===== src/rtl/rs_fifo_srl_ctrl_pkg.sv =====
// Shared helpers for the SRL FIFO controller: count width and parameter legality.
package rs_fifo_srl_ctrl_pkg;

  // Occupancy needs one more bit than the SRL address so it can reach DEPTH.
  function automatic int cnt_width(input int addr_width);
    return addr_width + 1;
  endfunction

  function automatic bit params_legal(input int depth, input int addr_width, input int grace);
    return (depth >= 1) && (depth <= (1 << addr_width)) && (grace >= 0) && (grace < depth);
  endfunction

endpackage


===== src/rtl/rs_fifo_srl_ctrl.sv =====
// Occupancy/address controller for an SRL shift-register FIFO: turns write/read
// handshakes into shift-enable and read-address, with registered empty/almost-full flags.
module rs_fifo_srl_ctrl
  import rs_fifo_srl_ctrl_pkg::*;
#(
  parameter int DATA_WIDTH   = 32,
  parameter int ADDR_WIDTH   = 4,
  parameter int DEPTH        = 16,
  parameter int GRACE_PERIOD = 2
) (
  input  logic                  clk,
  input  logic                  reset_n,
  input  logic                  if_write_ce,
  input  logic                  if_write,
  input  logic [DATA_WIDTH-1:0] if_din,
  output logic                  if_full_n,
  input  logic                  if_read_ce,
  input  logic                  if_read,
  output logic [DATA_WIDTH-1:0] if_dout,
  output logic                  if_empty_n,
  output logic [ADDR_WIDTH:0]   count,
  output logic                  overflow,
  output logic [DATA_WIDTH-1:0] srl_data,
  output logic                  srl_ce,
  output logic [ADDR_WIDTH-1:0] srl_a,
  input  logic [DATA_WIDTH-1:0] srl_q
);

  localparam int CW = cnt_width(ADDR_WIDTH);

  if (!params_legal(DEPTH, ADDR_WIDTH, GRACE_PERIOD)) begin : g_bad_params
    $error("rs_fifo_srl_ctrl: need 1 <= DEPTH <= 2**ADDR_WIDTH and 0 <= GRACE_PERIOD < DEPTH");
  end

  localparam logic [CW-1:0]         CNT_ONE  = CW'(1);
  localparam logic [CW-1:0]         CNT_FULL = CW'(DEPTH);
  localparam logic [CW-1:0]         CNT_TH   = CW'(DEPTH - GRACE_PERIOD);
  localparam logic [ADDR_WIDTH-1:0] PTR_ONE  = ADDR_WIDTH'(1);

  logic                  wr_req, pop, push;
  logic [CW-1:0]         next_count;
  logic [ADDR_WIDTH-1:0] ptr, next_ptr;

  assign wr_req = if_write & if_write_ce;
  assign pop    = if_read & if_read_ce & (count != '0);
  // A write at full is only accepted when the same-cycle pop frees the read slot.
  assign push   = wr_req & ((count < CNT_FULL) | pop);

  assign srl_ce   = push & reset_n;
  assign srl_data = if_din;
  assign srl_a    = ptr;
  assign if_dout  = srl_q;

  // ptr tracks the oldest word, which sits at count-1 in the shift chain.
  always_comb begin
    next_count = count;
    next_ptr   = ptr;
    if (push && !pop) begin
      next_count = count + CNT_ONE;
      if (count != '0) next_ptr = ptr + PTR_ONE;
    end else if (pop && !push) begin
      next_count = count - CNT_ONE;
      if (count != CNT_ONE) next_ptr = ptr - PTR_ONE;
    end
  end

  always_ff @(posedge clk) begin
    if (!reset_n) begin
      count      <= '0;
      ptr        <= '0;
      if_empty_n <= 1'b0;
      if_full_n  <= 1'b1;
      overflow   <= 1'b0;
    end else begin
      count      <= next_count;
      ptr        <= next_ptr;
      if_empty_n <= (next_count != '0);
      if_full_n  <= (next_count < CNT_TH);
      if (wr_req && !push) overflow <= 1'b1;
    end
  end

endmodule


===== config.mk =====
export PLATFORM = sky130hd
export DESIGN_NAME = rs_fifo_srl_ctrl
export DESIGN_NICKNAME = d
export VERILOG_FILES = /design/src/rtl/rs_fifo_srl_ctrl_pkg.sv /design/src/rtl/rs_fifo_srl_ctrl.sv
export SDC_FILE = /design/constraint.sdc
export NUM_CORES = 1
export LEC_CHECK = 0
export BUFFER_PORTS_ARGS = -buffer_cell sky130_fd_sc_hd__buf_2
export CAP_MARGIN = 0
export CORE_UTILIZATION = 33
export CTS_CLUSTER_SIZE = 16
export DETAILED_ROUTE_END_ITERATION = 6
export HOLD_SLACK_MARGIN = 0.06
export PLACE_DENSITY = 0.8
export RECOVER_POWER = 50
export SLEW_MARGIN = 20
export SYNTH_ARGS = -nofsm -noshare
export SYNTH_HDL_FRONTEND = slang
export SYNTH_SLANG_ARGS = --single-unit

===== constraint.sdc =====
create_clock -name clk -period 3.5 [get_ports clk]
set_clock_uncertainty 0.15 [all_clocks]
set_input_delay 0.175 -clock clk [delete_from_list [all_inputs] [get_ports clk]]
set_output_delay 0.175 -clock clk [all_outputs]
set_load 0.01 [all_outputs]

==> results of run 1 <==
[logic make-up after synthesis]
group | share of synthesized area [%]
adders and majority gates | 6.07
xor gates and xnor gates | 3.54
and+or+nand+nor | 12.3
DFF | 19.4
muxes | 5.36
buffers and inverters | 41.3
AOI/OAI and AO/OA | 12.0
[metal layers]
layer | vias to the layer above | part of all wire (%) | wire, µm
li1 | 337 | - | -
met3 | 4 | 13 | 243
met5 | - | 0 | 0
met2 | 37 | 42 | 765
met1 | 342 | 44 | 796
met4 | 0 | 0.44 | 8
[sequential cells by signal (all words and copies together) (netlist names)]
| register | count |
|---|---|
| count | 5 |
| srl_a | 4 |
| if_empty_n | 1 |
| if_full_n | 1 |
| overflow | 1 |
[worst max-delay path by stage]
| stage | start | end | slack, ps | cells past startpoint |
|---|---|---|---|---|
| global route | count[0] | srl_a[3] | 440 | 11 |
| detailed placement | count[0] | srl_a[3] | 630 | 11 |
| CTS | count[0] | srl_a[3] | 620 | 11 |
| finish | count[0] | srl_a[3] | 640 | 11 |
| global placement | count[0] | srl_a[3] | 750 | 11 |
| floorplan | count[0] | srl_a[3] | 770 | 11 |
[metrics by stage]
step	instances	area, µm²	setup WS (ps)	hold slack [ps]
2_1_floorplan	144	1240	771	147
6_report	147	952	645	80.4
3_3_place_gp	143	897	751	200
5_1_grt	147	952	440	89.6
4_1_cts	147	952	625	80.8
3_5_place_dp	143	897	630	200
[power by group through the flow]
stage	Clock (W)	Sequential, W	Combinational [W]
detailed placement	0	0.000188	0.000204
finish	0.000152	0.000185	0.000204
global placement	0	0.000187	0.000201
CTS	0.000156	0.000185	0.000206
global route	0.000166	0.000190	0.000229
floorplan	0	0.000193	0.000218
[cells in the final DEF, fill, tap and decap left out, types with 2 or more instances in the layout]
cell type / n
xor2_1: 2
mux2i_1: 4
nand3_1: 3
a21oi_1: 3
a31oi_1: 4
nand2_1: 2
dfxtp_1: 12
and2_1: 4
o21ai_0: 3
nor2_1: 6
clkbuf_8: 4
buf_2: 18
ha_1: 6
xnor2_1: 3
inv_1: 3
[final cells by class]
class / instances / area, µm² / area share, %
Multi-Input combinational cell: 62 / 487 / 51.1
Timing Repair Buffer: 19 / 97.6 / 10.2
Inverter: 4 / 15.0 / 1.58
Sequential cell: 12 / 240 / 25.2
Clock buffer: 4 / 55.1 / 5.78
Tap cell: 46 / 57.6 / 6.04
[worst max-delay path: cells and delay by family, from the launching register on]
| kind | cells | cell delay [ps] |
|---|---|---|
| AOI/OAI and AO/OA | 3 | 430 |
| muxes | 1 | 250 |
| and+or+nand+nor | 3 | 850 |
| buffers and inverters | 2 | 220 |
| DFF | 1 | 360 |
| adders and majority gates | 2 | 520 |
==> flow_summary.json, run 1 <==
{
  "run_status": "finished, final reports clean",
  "critical_path.max_stage_delay_ps": 480,
  "synthesis.area_um2": 1240,
  "top_cells_by_area_in_the_synthesized_netlist": "buf_4 (39%), dfxtp_1 (19%), ha_1 (6.1%)",
  "critPathMostFrequentCell": "ha_1",
  "min-delay-start": "reset_n",
  "cts_tree": "yes",
  "synth_seq_area_share_pct": 19.4,
  "grt_remaining_overflow": 0,
  "rsz0062_at_grt": "false",
  "max-clock-path-buffers": 2,
  "placeableCoreArea_um2": 3470,
  "yosys_register_bits": 12,
  "synth-edff-count": 0,
  "met2_global_route_usage_pct": 14.7,
  "asyncSetResetFlopFracSynth_pct": 0,
  "power_frac_comb_pct": 37.7,
  "post-cts-setup-buffer-count": 0,
  "globalRouteMet1Util_pct": 11.1,
  "syn_area_per_cell_um2": 8.59,
  "synthDominantAreaCellType": "buf_4",
  "period_needed_ps": 2860,
  "fin_crit_sh_pct": 81.6,
  "globalRouteMet3Util_pct": 6.70,
  "irDropWorstVdd_v": 0.000135,
  "grt_max_degree": 11,
  "total_power_w": 0.000541,
  "place.port_buffers": 18,
  "dr.first_iter.drc_count": 22,
  "max-cap-violations": 0,
  "setup.worst_path.class": "flop to flop",
  "globalRoute.busiestLayer": "met2",
  "power-per-cell-area_nw_per_um2": 568,
  "clk_pwr_share_pct": 28.2,
  "remaining_drc_errors": 0,
  "total_leakage_power_nw": 0.428,
  "timing.slew.headroom_pct": 63.1,
  "cts_made_buffers": 3,
  "synth_cells": 144,
  "finalSetupViolCount": 0,
  "p_sw_share_pct": 33.2,
  "drt-total-wl_um": 1810,
  "endpoint_worst_hold": "count[3]",
  "hpwlAfterDp_um": 1430,
  "num_io_pins": 147,
  "critical_path.max_fanout": 6,
  "finish.net_count": 178,
  "timing.critical_path.required_ps": 3530,
  "worstHoldPathType": "primary input to flop",
  "worst-slew-pin-transition_ps": 546,
  "globalRouteTotalUtil_pct": 9.75,
  "std_cell_rows": 21,
  "die_w_um": 63.2,
  "cts_num_sinks": 12,
  "area_growth_from_synthesis_to_layout_pct": -23.1,
  "clk_pin_slew_ps": 60,
  "cell_with_the_largest_stage_delay_on_the_worst_path": "or4b_4",
  "drt-vias-per-instance": 4.90,
  "fmax_ghz": 0.350,
  "ys_warn_count": 0,
  "final_weighted_congestion_of_routability_driven_global_placement": 0.833,
  "synth.net_count": 220,
  "antenna_cells": 0,
  "cp-start-kind": "flop",
  "layout_cell_share_with_drive_strength_beyond_1_pct": 31.7,
  "ant_nets": 0,
  "grt_pass1_vias": 695,
  "filler_cell_count": 369,
  "number_of_antenna_violations_at_the_first_check_in_global_routing": 0,
  "yosys.cell_types.count": 39,
  "cts-htree-levels": 1,
  "p_switching_w": 0.000180,
  "hold_violations": 0,
  "resized_gates_after_cts": 0,
  "timing.critical_path.cells": "inv_1 -> ha_1 -> or4b_4 -> a21oi_4 -> inv_2 -> ha_1 -> o21ai_0 -> nand2b_1 -> mux2_4 -> or3_1 -> a21oi_1",
  "cp-end-kind": "flop",
  "r2r_cells": 11,
  "post-synth-top-area-fraction_pct": 38.8,
  "first_pass_grt_wire_length_um": 3080,
  "r2r_slack_ps": 640,
  "initial_utilization_pct": 35.7,
  "totalNegativeSetupSlack_ps": 0,
  "clk_root_buffer_cell": "clkbuf_8",
  "detailedRoute.firstPassIterationCount": 5,
  "reg2reg_from": "count[0]",
  "detailroute.via_count": 720,
  "dieHeight_um": 63.2,
  "synth_commonest_cells": "buf_4 (64), dfxtp_1 (12), ha_1 (6), nor2_1 (6)",
  "layout.core_utilization_pct": 27.5,
  "critical_path.reg2reg.endpoint": "srl_a[3]",
  "wl_per_cell_um": 12.3,
  "worst_hold_path.num_cells": 2,
  "cp_data_arrival_time_ps": 2880,
  "dieArea_um2": 4000,
  "p_int_w": 0.000361,
  "worst_skew_pair.late_latency_ps": 240,
  "final_max_slew_viol_count": 0,
  "yosysMostFrequentCell": "buf_4",
  "ys.flop_type": "dfxtp_1",
  "sequential_group_share_of_total_power_pct": 34.2,
  "ctsHoldBuffers": 0
}
(Power assumes the default switching activity.)
==> run 2: changes to the inputs <==
clock period = 2.7 ns   (was 3.5 ns; I/O delays follow)
==> flow_summary.json, run 2 (synthesis gave the netlist of run 1 again) <==
{
  "run_status": "finished, final reports clean",
  "detailedRoute.firstPassIterationCount": 4,
  "p_sw_share_pct": 33.1,
  "rsz0062_at_grt": "false",
  "totalNegativeSetupSlack_ps": 0,
  "cp-end-kind": "flop",
  "post-cts-setup-buffer-count": 0,
  "area_growth_from_synthesis_to_layout_pct": -17.3,
  "die_w_um": 63.2,
  "critical_path.reg2reg.endpoint": "srl_a[3]",
  "power_frac_comb_pct": 41.8,
  "hpwlAfterDp_um": 1520,
  "initial_utilization_pct": 35.7,
  "max-cap-violations": 0,
  "finish.net_count": 185,
  "regArea_um2": 241,
  "ant_nets": 0,
  "cts_made_buffers": 3,
  "max-clock-path-buffers": 2,
  "cts-htree-levels": 1,
  "worst_skew_pair.late_latency_ps": 240,
  "placeableCoreArea_um2": 3470,
  "clk_root_buffer_cell": "clkbuf_8",
  "total_leakage_power_nw": 0.463,
  "worst-slew-pin-transition_ps": 588,
  "layout.core_utilization_pct": 29.5,
  "drt-vias-per-instance": 4.86,
  "globalRouteTotalUtil_pct": 10.4,
  "wl_per_cell_um": 13.1,
  "r2r_cells": 10,
  "total_power_w": 0.000731,
  "layout_cell_share_with_drive_strength_beyond_1_pct": 39.8,
  "remaining_drc_errors": 0,
  "cp-start-kind": "flop",
  "timing.critical_path.required_ps": 2730,
  "place.port_buffers": 18,
  "endpoint_worst_hold": "if_dout[0]",
  "setup_slack_after_layout_ps": 124,
  "detailroute.via_count": 748,
  "multiInputGateArea_um2": 502,
  "preCtsSetupSlack_ps": 45.2,
  "clk_pin_slew_ps": 50,
  "worst_hold_path.num_cells": 0,
  "min-delay-start": "srl_q[0]",
  "reg2reg_from": "count[0]",
  "final_standard_cell_count_with_taps_included_and_fillers_excluded": 154,
  "cts_tree": "yes",
  "cts_num_sinks": 12,
  "dr.first_iter.drc_count": 24,
  "r2r_slack_ps": 120,
  "finalSetupViolCount": 0,
  "fin_crit_sh_pct": 95.4,
  "p_int_w": 0.000489,
  "largest_reg_flops": 5,
  "hold_violations": 0,
  "most-common-layout-cells": "buf_2 (18), dfxtp_1 (11), buf_4 (7)",
  "num_io_pins": 147,
  "antenna_cells": 0,
  "largest-register": "count",
  "first_pass_grt_wire_length_um": 3250,
  "clk_pwr_share_pct": 26.7,
  "timing.slew.headroom_pct": 60.2,
  "fmax_ghz": 0.388,
  "layout.cells.most_common": "buf_2",
  "dieHeight_um": 63.2,
  "period_needed_ps": 2580,
  "final_weighted_congestion_of_routability_driven_global_placement": 0.883,
  "critical_path.max_fanout": 4,
  "grt_remaining_overflow": 0,
  "dp.cells": 149,
  "power-per-cell-area_nw_per_um2": 714,
  "p_switching_w": 0.000242,
  "filler_cell_count": 366,
  "grt_pass1_vias": 696,
  "std_cell_rows": 21,
  "sequential_group_share_of_total_power_pct": 31.5,
  "irDropWorstVdd_v": 0.000203,
  "number_of_antenna_violations_at_the_first_check_in_global_routing": 0,
  "grt_max_degree": 10,
  "cp_data_arrival_time_ps": 2600,
  "final_max_slew_viol_count": 0,
  "worstHoldPathType": "primary input to output pin",
  "dieArea_um2": 4000,
  "setup.worst_path.class": "flop to flop",
  "drt-total-wl_um": 2020
}
run 2: cell types whose count changed in the layout (fill, tap and decap cells not counted):
cell / before / now
ha_4: 0 / 1
ha_1: 6 / 4
dlygate4sd3_1: 0 / 1
dfxtp_1: 12 / 11
inv_2: 1 / 3
dfxtp_2: 0 / 1
buf_4: 1 / 7
inv_1: 3 / 1
ha_2: 0 / 1
run 2: power by group through the flow:
stage / clock [W] / combinational (W) / sequential (W)
2_1_floorplan: 0 / 0.000282 / 0.000252
3_3_place_gp: 0 / 0.000288 / 0.000231
3_5_place_dp: 0 / 0.000295 / 0.000232
4_1_cts: 0.000199 / 0.000298 / 0.000229
5_1_grt: 0.000209 / 0.000338 / 0.000233
6_report: 0.000195 / 0.000305 / 0.000230
run 2: worst max path at each step:
stage | start | end | slack (ps) | cells after the start
2_1_floorplan | count[1] | srl_a[3] | 10 | 11
3_3_place_gp | count[0] | srl_a[3] | 100 | 11
3_5_place_dp | count[0] | srl_a[3] | 50 | 11
4_1_cts | count[0] | srl_a[3] | 40 | 11
5_1_grt | count[0] | srl_a[3] | 10 | 10
6_report | count[0] | srl_a[3] | 120 | 10
run 2: metal layers:
metal  wire [µm]  vias to the layer above  GRT usage, %
li1            -                      351             -
met1         888                      349          12.4
met2         869                       34          14.9
met3         218                       14          5.62
met4          41                        0          5.40
met5           0                        -             0
run 2: cell type report:
cell class | count | share of cell area, %
sequential | 12 | 23.6
tap | 46 | 5.62
clock buffer | 4 | 5.38
inverter | 4 | 1.47
timing repair buffer | 26 | 14.9
multi-input combinational | 62 | 49.0
run 2: critical path, cell delays in order (launching register included):
cell	delay, ps
dfxtp_2	320
inv_2	80
ha_2	180
or4b_4	470
a21oi_4	150
inv_2	80
ha_4	280
a31oi_1	90
mux2_4	290
or3_1	300
a21oi_1	130
run 2: what timing repair did:
| item | in CTS | in global routing |
|---|---|---|
| hold buffers | 1 | 0 |
| endpoints found under the setup margin | 0 | 1 |
| resized for setup | 0 | 2 |
| endpoints found under the hold margin | 2 | 0 |
run 2: stage by stage:
stage,instance area (µm²),hold WS (ps)
floorplan,1240,107
global placement,943,120
detailed placement,943,120
CTS,1010,120
global route,1020,120
finish,1020,120
